$ cat src/rtl/instruction_decoder.sv
// instruction_decoder: registers the program-memory byte into ir and decodes jumps, moves, loads and ALU ops.
// Define DECODER_STATS_EN to build the retired-instruction counter; otherwise instr_count is tied to zero.
module instruction_decoder (
  input  logic        clk,
  input  logic        reset_n,
  input  logic [7:0]  pm_data,
  input  logic        hold,
  input  logic        alu_zero,
  output logic        sync_reset,
  output logic [7:0]  ir,
  output logic        jmp,
  output logic        jmp_nz,
  output logic [3:0]  jmp_addr,
  output logic        dont_jmp,
  output logic        NOPC8,
  output logic        NOPCF,
  output logic        NOPD8,
  output logic        NOPDF,
  output logic        ld_en,
  output logic        mov_en,
  output logic        alu_en,
  output logic        rel_br,
  output logic [15:0] instr_count
);
  typedef enum logic [1:0] {RESET, FLUSH, RUN, HOLD} state_t;
  state_t state_q, state_d;
  logic s1_q, s2_q;
  logic [7:0] ir_q, ir_d;
  logic z_q, z_d;
  logic load, v;
  logic [3:0] hi;
`ifdef DECODER_STATS_EN
  logic [15:0] cnt_q, cnt_d;
  always_comb cnt_d = load ? cnt_q + 16'd1 : cnt_q;
  assign instr_count = cnt_q;
`else
  assign instr_count = 16'h0000;
`endif
  assign sync_reset = s2_q;
  assign ir = ir_q;
  assign dont_jmp = z_q;
  assign hi = ir_q[7:4];
  assign v = !s2_q;
  always_comb begin
    load = !hold && (state_q == RUN || state_q == HOLD);
    state_d = state_q == RESET ? FLUSH : state_q == FLUSH ? RUN : hold ? HOLD : RUN;
    ir_d = load ? pm_data : ir_q;
    jmp = v && hi == 4'hE;
    jmp_nz = v && hi == 4'hF;
    jmp_addr = v ? ir_q[3:0] : 4'h0;
    rel_br = v && hi == 4'h1;
    ld_en = v && ir_q[7:6] == 2'b00 && hi != 4'h1;
    mov_en = v && ir_q[7:6] == 2'b01;
    alu_en = v && ir_q[7:6] == 2'b10;
    NOPC8 = v && ir_q == 8'hC8;
    NOPCF = v && ir_q == 8'hCF;
    NOPD8 = v && ir_q == 8'hD8;
    NOPDF = v && ir_q == 8'hDF;
    z_d = (load && alu_en) ? alu_zero : z_q;
  end
  always_ff @(posedge clk or negedge reset_n)
    if (!reset_n) begin
      s1_q <= 1'b1;
      s2_q <= 1'b1;
      state_q <= RESET;
      ir_q <= 8'h00;
      z_q <= 1'b0;
`ifdef DECODER_STATS_EN
      cnt_q <= 16'h0000;
`endif
    end else begin
      s1_q <= 1'b0;
      s2_q <= s1_q;
      state_q <= state_d;
      ir_q <= ir_d;
      z_q <= z_d;
`ifdef DECODER_STATS_EN
      cnt_q <= cnt_d;
`endif
    end
endmodule

$ cat config.mk
export PLATFORM = sky130hd
export DESIGN_NAME = instruction_decoder
export DESIGN_NICKNAME = d
export VERILOG_FILES = /design/src/rtl/instruction_decoder.sv
export SDC_FILE = /design/constraint.sdc
export NUM_CORES = 1
export LEC_CHECK = 0
export CAP_MARGIN = 0
export CORE_MARGIN = 10
export CORE_UTILIZATION = 35
export CTS_BUF_LIST = sky130_fd_sc_hd__clkbuf_4 sky130_fd_sc_hd__clkbuf_8
export DETAILED_ROUTE_END_ITERATION = 8
export GPL_TIMING_DRIVEN = 0
export HOLD_SLACK_MARGIN = 0.08
export PLACE_DENSITY = 0.83
export SLEW_MARGIN = 15
export SYNTH_ARGS = -nofsm -noshare
export SYNTH_HDL_FRONTEND = slang
export SYNTH_SLANG_ARGS = --single-unit
$ cat constraint.sdc
create_clock -name clk -period 1.6 [get_ports clk]
set_input_delay 0.32 -clock clk [delete_from_list [all_inputs] [get_ports clk]]
set_output_delay 0.32 -clock clk [all_outputs]
set_load 0.005 [all_outputs]
Word-level counts from Yosys, hierarchy flattened. Cells that the tools add are included.

Register bits after elaboration: 13. Latch bits: 0. Bits in writable memories: 0. Memory bits (read-only): 0. Input bits: 12. Output and inout bits: 40. Word-level logic and storage cells: 40. Memories: 0.

Add/sub/neg operators: 0. $mul: 0. Div/mod/pow operators: 0. Magnitude comparators: 0. Eq/ne operators: 13. Shifts and indexed selects: 0. Multiplexer cells: 4. Bitwise operators: 0. Reductions and logical operators: 18.

Operators with widths (count): $eq A8 B8 Y1 const B (4); $logic_and A1 B1 Y1 (13); $eq A4 B4 Y1 const B (2); $eq A2 B2 Y1 const B (3); $eq A2 B1 Y1 const B (2); $eq A4 B1 Y1 const B (1); $logic_not A2 Y1 (2); $mux W4 (1); $ne A4 B1 Y1 const B (1); $logic_not A1 Y1 (2); $mux W1 (2); $mux W2 (1); $logic_or A1 B1 Y1 (1).

Depth between registers and ports, before layout. Gate-level depths: netlist (run 1).

Depth in word-level cells: 4. Depth in mapped cells: 4. Mapped depth without buffers: 3.

Worst setup path after synthesis (run 1). No wires, ideal clock.

Path kind: register -> output. Start: reg ir_q[6] (netlist: ir[6]). End: out NOPCF. Arrival time: 0.999 ns. Required time: 1.280 ns. Path slack: 0.281 ns. Stages on the path, launching flop included: 4. Path buffers: 0. Path through: dfrtp_1 > and4b_2 > nand4_1 > nor3_1.

Cells in the longest elaborated chain, start to end: 2.

Ends and longest elaborated chain: from (decl) (line 28) `logic [7:0] ir_q, ir_d;`; from (signal assigned) (line 75) `ir_q <= ir_d;`; $eq A8 B8 Y1 (line 56) `NOPCF = v && ir_q == 8'hCF;`; $logic_and A1 B1 Y1 (line 56); to (decl) (line 16) `output logic NOPCF,`.

Every way passes these cells.

Final worst setup path (run 1).
Start: reg ir_q[5] (netlist: ir[5]). End: out NOPCF.

The elaborated chain is that of the path after synthesis.

==> results of run 1 <==
-- cell type report --
type | count | share of cell area
Timing Repair Buffer | 51 | 0.313
Clock buffer | 4 | 0.0222
Sequential cell | 13 | 0.246
Inverter | 1 | 0.00277
Multi-Input combinational cell | 52 | 0.290
Tap cell | 27 | 0.0250
Buffer | 18 | 0.101
-- worst paths after layout --
path,endpoint,startpoint
worst max-delay path,NOPCF,ir[5]
worst min-delay path,sync_reset,s1_q
worst max register to register,ir[6],state_q[1]
worst min register to register,sync_reset,s1_q
max in group asynchronous,ir[4],reset_n
min in group asynchronous,ir[7],reset_n
-- sequential cells by signal, summed over array words and instances, names as in the netlist --
register / count
s1_q: 1
sync_reset: 1
state_q: 2
ir: 8
dont_jmp: 1
-- synthesized netlist by cell type, drive strengths merged --
library cell | count | area, um2
nor2 | 3 | 11.3
a2111oi | 1 | 8.76
mux2 | 8 | 93.8
inv | 1 | 3.75
dfrtp | 11 | 275
and4b | 1 | 11.3
conb | 1 | 3.75
dfstp | 2 | 52.6
nand4 | 1 | 6.26
nor2b | 5 | 31.3
buf | 18 | 130
nor3b | 2 | 26.3
or2 | 1 | 6.26
nand3 | 1 | 5.00
nand2 | 5 | 21.3
nand2b | 1 | 6.26
nor3 | 4 | 20.0
o21ai | 1 | 5.00
nor4 | 1 | 6.26
-- power by group --
part	switching (uW)	internal [uW]
clock	112	114
combinational	119	198
sequential	36.0	364
total	267	676
-- through the flow --
step | std cells | hold slack, ns | util | instance area [um2] | setup slack (ns)
finish | 166 | 0.373 | 0.690 | 1350 | -0.162
global route | 166 | 0.378 | 0.690 | 1350 | -0.209
CTS | 158 | 0.362 | 0.643 | 1260 | -0.169
detailed placement | 146 | 0.350 | 0.596 | 1170 | -0.336
global placement | 146 | 0.346 | 0.596 | 1170 | -0.272
floorplan | 84 | 0.0244 | - | 785 | 0.281
-- per-layer routing --
metal	track usage	up-vias	wire length (um)
met5	0	-	0
met4	0.0561	0	33
met3	0.0695	7	355
met2	0.200	40	1320
met1	0.0950	335	894
li1	-	338	-
-- worst max-delay path, cell delays in order, from the launching register on --
cell and delay (ns):
dfrtp_1 0.39, and4b_2 0.28, nand4_1 0.14, nor3_2 0.20, buf_2 0.14
-- logic make-up (layout without fill, tap and decap cells) --
logic type      after synthesis  count (layout)
simple gates                 25              25
buf+inv                      19              74
other cells                   1              17
compound gates                2               2
mux                           8               8
flops                        13              13
-- timing repair --
| action | 4_1_cts | 5_1_grt |
|---|---|---|
| endpoints found under the setup margin | 18 | 17 |
| gates resized for setup | 53 | 26 |
| pin swaps | 3 | 4 |
| buffers inserted | 8 | 8 |
| hold endpoints to repair | 0 | 0 |
==> key figures, run 1 <==
STA
  • Max Transition Viols Final: 0
  • Final Hold Violating Endpoints: 0
  • Worst-Margin Slew: 0.578 ns
  • Setup violations, final: 6
  • Tmin final: 1.76 ns
  • Slew margin rel.: 0.614
  • Setup ws final: -0.162 ns
  • Highest Clock Rate: 0.567 GHz
  • Clock Skew: 0.000832 ns
  • Final period utilization: 1.10
  • RSZ-0062 raised after global routing: true
  • Setup TNS: -0.495 ns

Yosys
  • Post-synthesis mux area share: 0.130
  • Cell count after synthesis: 68
  • Synth Area in Adders: 0
  • Synthesis-stage register bit count: 13
  • Sequential-to-total area share from yosys stat: 0.453
  • Synthesized-area fraction occupied by and/or/nand/nor cells: 0.209
  • Area of the mapped netlist: 724 um2
  • Yosys Warn Count: 0
  • XOR/XNOR share of the synthesized area: 0
  • Largest family of logic cells by synthesized area: simple AND/OR/NAND/NOR gates
  • Compound-Gate Fraction of Synth Area: 0.0190
  • Synth cell types: 23
  • Syn avg cell area: 10.7 um2

Pwr
  • VDD IR max: 0.642 mV
  • Total power: 943 uW
  • Pwr Density: 696 nW/um2
  • Leakage Power: 0.000687 uW

Global route
  • Vias in the first global route: 771
  • Global-route wire length before repair: 3750 um
  • GRT overflow: 0
  • GRT Resource Usage Total: 0.112
  • Initial antenna violation count: 0
  • Largest net degree at the start of global routing: 14

Clock network
  • H-Tree Level Count: 1
  • CTS Root Cell: clkbuf_4
  • CTS tree: done
  • CTS max path bufs: 2
  • Cts hold-fix bufs: 0
  • CTS sink count: 13
  • CTS clock-pin slew for the worst setup and hold paths: 0.08 ns
  • Clock latency at the later pin of the worst-skew pair: 0.28 ns
  • Num CTS Buffers: 3

Drt
  • Drt wl/cell: 15.7 um
  • DRT Pass-1 Iters: 4
  • Via count: 720
  • Routed WL: 2610 um
  • Via density: 4.34
  • Post-route ant nets: 0
  • Drt initial violations: 15
  • DRC: 0

Final layout
  • Nets: 152
  • # diodes: 0
  • Syn-to-layout area delta: 86.9%
  • Most frequent cells in the layout: 29 x buf_4, 17 x conb_1, 14 x clkdlybuf4s50_1
  • Most common cell after layout, fill and taps aside: buf_4
  • Share of layout cells above drive strength 1: 0.576
  • # fillers: 141
  • Register area: 333 um2
  • Multi-input logic area: 393 um2

Worst setup path
  • CP Data Arrival Time: 1.44 ns
  • CP endpoint kind: output port
  • Critical path peak fanout: 2
  • Worst Path Required: 1.28 ns
  • R2R Setup Slk: 0.34 ns
  • FF-to-FF path depth: 3
  • CP startpoint kind: flip-flop
  • Crit path kind: reg -> out

Run status
  • Failing checks: setup timing
  • Status: finished with violations

Placement
  • GP Congestion: 0.724
  • Post-DP HPWL: 1740 um
  • Count of input and output buffers: 35

Floorplanning
  • Io pins: 52
  • Starting Density: 0.369
  • Die height: 65.5 um
  • Cell row count: 16
  • Die X-Extent: 65.5 um
  • Core area: 1960 um2
  • Die area: 4290 um2

Hold path
  • Path category of the worst min-delay check: reg -> reg
  • Worst hold path depth: 0

Flow run
  • Max_cap viols: 0
(Power assumes the default switching activity.)
==> run 2: changes to the inputs <==
--- a/config.mk
+++ b/config.mk
@@ -7,12 +7,12 @@
 export LEC_CHECK = 0
 export CAP_MARGIN = 0
 export CORE_MARGIN = 10
-export CORE_UTILIZATION = 35
+export CORE_UTILIZATION = 38
 export CTS_BUF_LIST = sky130_fd_sc_hd__clkbuf_4 sky130_fd_sc_hd__clkbuf_8
 export DETAILED_ROUTE_END_ITERATION = 8
 export GPL_TIMING_DRIVEN = 0
 export HOLD_SLACK_MARGIN = 0.08
-export PLACE_DENSITY = 0.83
+export PLACE_DENSITY = 0.89
 export SLEW_MARGIN = 15
 export SYNTH_ARGS = -nofsm -noshare
 export SYNTH_HDL_FRONTEND = slang
==> constraint.sdc (replaced) <==
create_clock -name clk -period 2.07 [get_ports clk]
set_input_delay 0.414 -clock clk [delete_from_list [all_inputs] [get_ports clk]]
set_output_delay 0.414 -clock clk [all_outputs]
set_load 0.005 [all_outputs]
==> key figures, run 2 (same netlist as run 1, synthesis figures left out) <==
Pwr
  • Switching power total: 179 uW
  • Int Pwr: 492 uW
  • Leakage Power: 0.000657 uW
  • Comb pwr share: 0.318
  • Clk pwr share: 0.228
  • Register share of total power: 0.454
  • Pwr Density: 533 nW/um2
  • VDD IR max: 0.502 mV
  • Switching share of power: 0.267

Floorplanning
  • Starting Density: 0.411
  • Die X-Extent: 63.7 um
  • Io pins: 52
  • Die height: 63.7 um
  • Core area: 1760 um2
  • Cell row count: 15
  • Die area: 4050 um2

Placement
  • GP Congestion: 0.660
  • Post-DP HPWL: 1730 um
  • Count of input and output buffers: 35
  • Inst Count DP: 144

Clock network
  • Num CTS Buffers: 3
  • Clock latency at the later pin of the worst-skew pair: 0.27 ns
  • H-Tree Level Count: 1
  • CTS clock-pin slew for the worst setup and hold paths: 0.08 ns
  • CTS tree: done
  • CTS max path bufs: 2
  • Cts hold-fix bufs: 0
  • CTS Root Cell: clkbuf_4
  • CTS sink count: 13

Final layout
  • Most frequent cells in the layout: 27 x clkdlybuf4s50_1, 24 x buf_4, 17 x conb_1
  • Most common cell after layout, fill and taps aside: clkdlybuf4s50_1
  • # diodes: 0
  • Flip-flop count of the largest register after layout: 8
  • Share of layout cells above drive strength 1: 0.354
  • Finished Layout Cells: 155
  • Syn-to-layout area delta: 73.7%
  • # fillers: 161
  • Nets: 143

Drt
  • Via density: 4.28
  • Drt initial violations: 5
  • DRT Pass-1 Iters: 2
  • DRC: 0
  • Via count: 664
  • Post-route ant nets: 0
  • Routed WL: 2230 um
  • Drt wl/cell: 14.4 um

Global route
  • Global-route wire length before repair: 3640 um
  • Largest net degree at the start of global routing: 14
  • GRT Resource Usage Total: 0.109
  • Initial antenna violation count: 0
  • Vias in the first global route: 723
  • GRT overflow: 0

Worst setup path
  • CP startpoint kind: flip-flop
  • Worst Path Required: 1.66 ns
  • Crit path kind: reg -> out
  • CP Data Arrival Time: 1.56 ns
  • Critical path peak fanout: 7
  • CP endpoint kind: output port

STA
  • RSZ-0062 raised after global routing: false
  • Final period utilization: 0.952
  • Setup TNS: 0 ns
  • Tmin final: 1.97 ns
  • Max Transition Viols Final: 0
  • Clock Skew: 0.00331 ns
  • Highest Clock Rate: 0.507 GHz
  • Setup violations, final: 0
  • Final Hold Violating Endpoints: 0
  • Worst-Margin Slew: 0.552 ns
  • Slew margin rel.: 0.631

Flow run
  • Max_cap viols: 0

Hold path
  • Path category of the worst min-delay check: reg -> reg

Run status
  • Status: finished, final reports clean
[run 2: routing by layer]
layer	track usage	part of all wire
met3	0.0424	0.094
met4	0.0383	0
met2	0.197	0.51
met1	0.111	0.40
met5	0	0
[run 2: layout make-up]
type	instances	area [um2]	share of cell area
buffer	17	125	0.0994
clock buffer	3	22.5	0.0179
sequential	13	332	0.263
tap	25	31.3	0.0249
multi-input combinational	52	324	0.257
timing repair buffer	43	415	0.330
clock inverter	1	5.00	0.00398
inverter	1	3.75	0.00298
[run 2: metrics by stage]
step                hold slack (ns)  utilization  area [um2]  worst slack [ns]  total power [uW]
floorplan                     0.118            -         785             0.657               389
global placement              0.346        0.661        1170             0.108               493
global route                  0.371        0.713        1260           0.00827               712
detailed placement            0.349        0.661        1170            0.0518               501
CTS                           0.359        0.703        1240           0.00157               668
finish                        0.369        0.713        1260            0.0987               671
[run 2: critical path, stage by stage (launching register included)]
cell and delay (ns):
dfrtp_2 0.37, buf_4 0.16, nand3_1 0.10, nor3_1 0.13, clkdlybuf4s50_1 0.53
[run 2: repair_timing]
item / CTS / global route
gates resized for setup: 7 / 5
endpoints found under the hold margin: 0 / 0
setup buffers: 7 / 1
setup endpoints to repair: 7 / 4
[run 2: power groups by stage]
stage / sequential (uW) / combinational, uW / clock, uW
global route: 307 / 231 / 173
global placement: 312 / 181 / 0
detailed placement: 314 / 187 / 0
CTS: 303 / 211 / 154
finish: 305 / 213 / 153
floorplan: 310 / 78.8 / 0
[run 2: path summary, 6_finish.rpt]
path / cells past startpoint / from / end / slack [ns]
min in group asynchronous: 1 / reset_n / ir[5] / 0.50
max in group asynchronous: 1 / reset_n / ir[6] / 1.18
setup reg to reg: 4 / ir[6] / dont_jmp / 0.80
setup / recovery: 4 / ir[6] / jmp / 0.1
hold reg to reg: 0 / s1_q / sync_reset / 0.37
hold / removal: 0 / s1_q / sync_reset / 0.37
==> run 3: changes to the inputs <==
--- a/config.mk
+++ b/config.mk
@@ -6,13 +6,14 @@
 export NUM_CORES = 1
 export LEC_CHECK = 0
 export CAP_MARGIN = 0
-export CORE_MARGIN = 10
-export CORE_UTILIZATION = 38
+export CORE_AREA = 10 10 47 49
 export CTS_BUF_LIST = sky130_fd_sc_hd__clkbuf_4 sky130_fd_sc_hd__clkbuf_8
 export DETAILED_ROUTE_END_ITERATION = 8
+export DIE_AREA = 0 0 57 59
+export DONT_BUFFER_PORTS = 1
 export GPL_TIMING_DRIVEN = 0
 export HOLD_SLACK_MARGIN = 0.08
-export PLACE_DENSITY = 0.89
+export PLACE_DENSITY = 0.72
 export SLEW_MARGIN = 15
 export SYNTH_ARGS = -nofsm -noshare
 export SYNTH_HDL_FRONTEND = slang
==> key figures, run 3 (same netlist as run 1, synthesis figures left out) <==
Clock network
  • CTS max path bufs: 2
  • Clock latency at the later pin of the worst-skew pair: 0.26 ns
  • CTS sink count: 13
  • CTS clock-pin slew for the worst setup and hold paths: 0.07 ns
  • CTS Root Cell: clkbuf_4
  • H-Tree Level Count: 1
  • CTS tree: done
  • Num CTS Buffers: 3

Worst setup path
  • Worst R2R End: dont_jmp
  • Crit path kind: reg -> out
  • Crit path cell chain: inv_1 > a2111oi_0
  • Buf/Inv on CP: 1
  • CP startpoint kind: flip-flop
  • Worst Path Required: 1.66 ns
  • Critical path peak fanout: 5
  • CP endpoint kind: output port
  • Max incr delay on CP: 0.69 ns
  • CP max stage cell: a2111oi_0
  • FF-to-FF path depth: 3
  • Family with the most delay on the worst path: compound AO/OA/AOI/OAI gates
  • CP Data Arrival Time: 1.46 ns
  • R2R Setup Slk: 0.78 ns
  • Worst R2R Start: ir[7]

STA
  • Setup TNS: 0 ns
  • Final period utilization: 0.904
  • Highest Clock Rate: 0.534 GHz
  • Slew margin rel.: 0.507
  • Max Transition Viols Final: 0
  • Setup ws final: 0.198 ns
  • Worst-Margin Slew: 0.721 ns
  • Final Hold Violating Endpoints: 0
  • Setup violations, final: 0
  • RSZ-0062 raised after global routing: false
  • Tmin final: 1.87 ns
  • Clock Skew: 0.00291 ns
  • Min Hold Slack: 0.267 ns

Pwr
  • Leakage Power: 0.000411 uW
  • Register share of total power: 0.551
  • Int Pwr: 422 uW
  • Pwr Density: 676 nW/um2
  • Switching power total: 150 uW
  • Clk pwr share: 0.283
  • VDD IR max: 0.436 mV
  • Switching share of power: 0.262
  • Comb pwr share: 0.166

Final layout
  • Share of layout cells above drive strength 1: 0.404
  • Flip-flop count of the largest register after layout: 8
  • Syn-to-layout area delta: 16.6%
  • Post-route cell area: 845 um2
  • # diodes: 0
  • Nets: 102
  • Most common cell after layout, fill and taps aside: conb_1
  • Most frequent cells in the layout: 17 x conb_1, 16 x buf_4, 11 x dfrtp_1
  • Finished Layout Cells: 105

Drt
  • Via density: 4.70
  • Drt initial violations: 4
  • Drt wl/cell: 15.7 um
  • Via count: 494
  • Post-route ant nets: 0
  • DRT Pass-1 Iters: 2
  • Routed WL: 1650 um
  • DRC: 0

Global route
  • Global-route wire length before repair: 2550 um
  • Largest net degree at the start of global routing: 14
  • Initial antenna violation count: 0
  • GRT Resource Usage Total: 0.0955
  • GRT overflow: 0
  • Vias in the first global route: 499

Floorplanning
  • Core area: 1400 um2
  • Cell row count: 14
  • Die X-Extent: 57 um
  • Io pins: 52
  • Die height: 59 um
  • Die area: 3360 um2
  • Starting Density: 0.517

Placement
  • GP Congestion: 0.658
  • Placed Area: 805 um2
  • Count of input and output buffers: 0
  • Post-DP HPWL: 1440 um
  • DP Worst Slack: 0.488 ns
  • Inst Count DP: 100

Hold path
  • Path category of the worst min-delay check: in -> reg
  • Worst hold path depth: 2
  • Worst Hold Launch: hold
  • Hold endpoint: state_q[0]

Run status
  • Status: finished, final reports clean

Flow run
  • Max_cap viols: 0
-- run 3: cell types whose count changed in the layout (fill, tap and decap cells not counted), moves of 3 or more --
cell | previous run | this run
dlygate4sd2_1 | 4 | 0
dfrtp_2 | 3 | 0
dfrtp_1 | 8 | 11
clkdlybuf4s50_1 | 27 | 0
dlymetal6s2s_1 | 4 | 0
buf_4 | 24 | 16
-- run 3: worst register-to-register path, delay by kind of cell, from the launching register on --
family           cells  cell delay [ns]
flip-flops           1             0.50
AND/OR/NAND/NOR      2             0.37
multiplexers         1             0.30
-- run 3: worst max-delay path by stage --
stage          start  endpoint  slack, ns  cells past startpoint
6_report       ir[5]     ld_en       0.20                      2
5_1_grt        ir[5]     ld_en       0.12                      2
4_1_cts        ir[6]     NOPCF       0.19                      3
3_5_place_dp   ir[6]     NOPCF       0.49                      3
3_3_place_gp   ir[6]     NOPCF       0.51                      3
2_1_floorplan  ir[6]     NOPCF       0.66                      3
-- run 3: through the flow --
step | util | total power (uW)
after floorplan | - | 389
after global placement | 0.574 | 405
after detailed placement | 0.574 | 408
after CTS | 0.603 | 577
after global routing | 0.603 | 606
final | 0.603 | 571
-- run 3: power groups by stage --
stage          registers [uW]  clock network, uW  logic, uW
2_1_floorplan             310                  0       78.8
3_3_place_gp              319                  0       85.5
3_5_place_dp              321                  0       87.4
4_1_cts                   316                167       93.9
5_1_grt                   320                179        107
6_report                  315                161       94.7
-- run 3: layout make-up --
cell class                      count  area [um2]
Buffer                             18         130
Clock buffer                        4        30.0
Fill cell                         155         557
Inverter                            1        3.75
Multi-Input combinational cell     52         323
Sequential cell                    13         328
Tap cell                           16        20.0
Timing Repair Buffer                1        10.0
-- run 3: what timing repair did --
item / CTS / global route
hold buffers: 1 / 0
hold endpoints to repair: 13 / 0
resized for setup: 0 / 0
buffers inserted: 0 / 0
-- run 3: per-layer routing --
metal  vias to the layer above  routed length (um)  GRT usage
met5                         -                   0          0
met4                         0                  16     0.0403
met3                         2                 227     0.0601
met2                        25                 864      0.163
met1                       231                 542     0.0899
li1                        236                   -          -
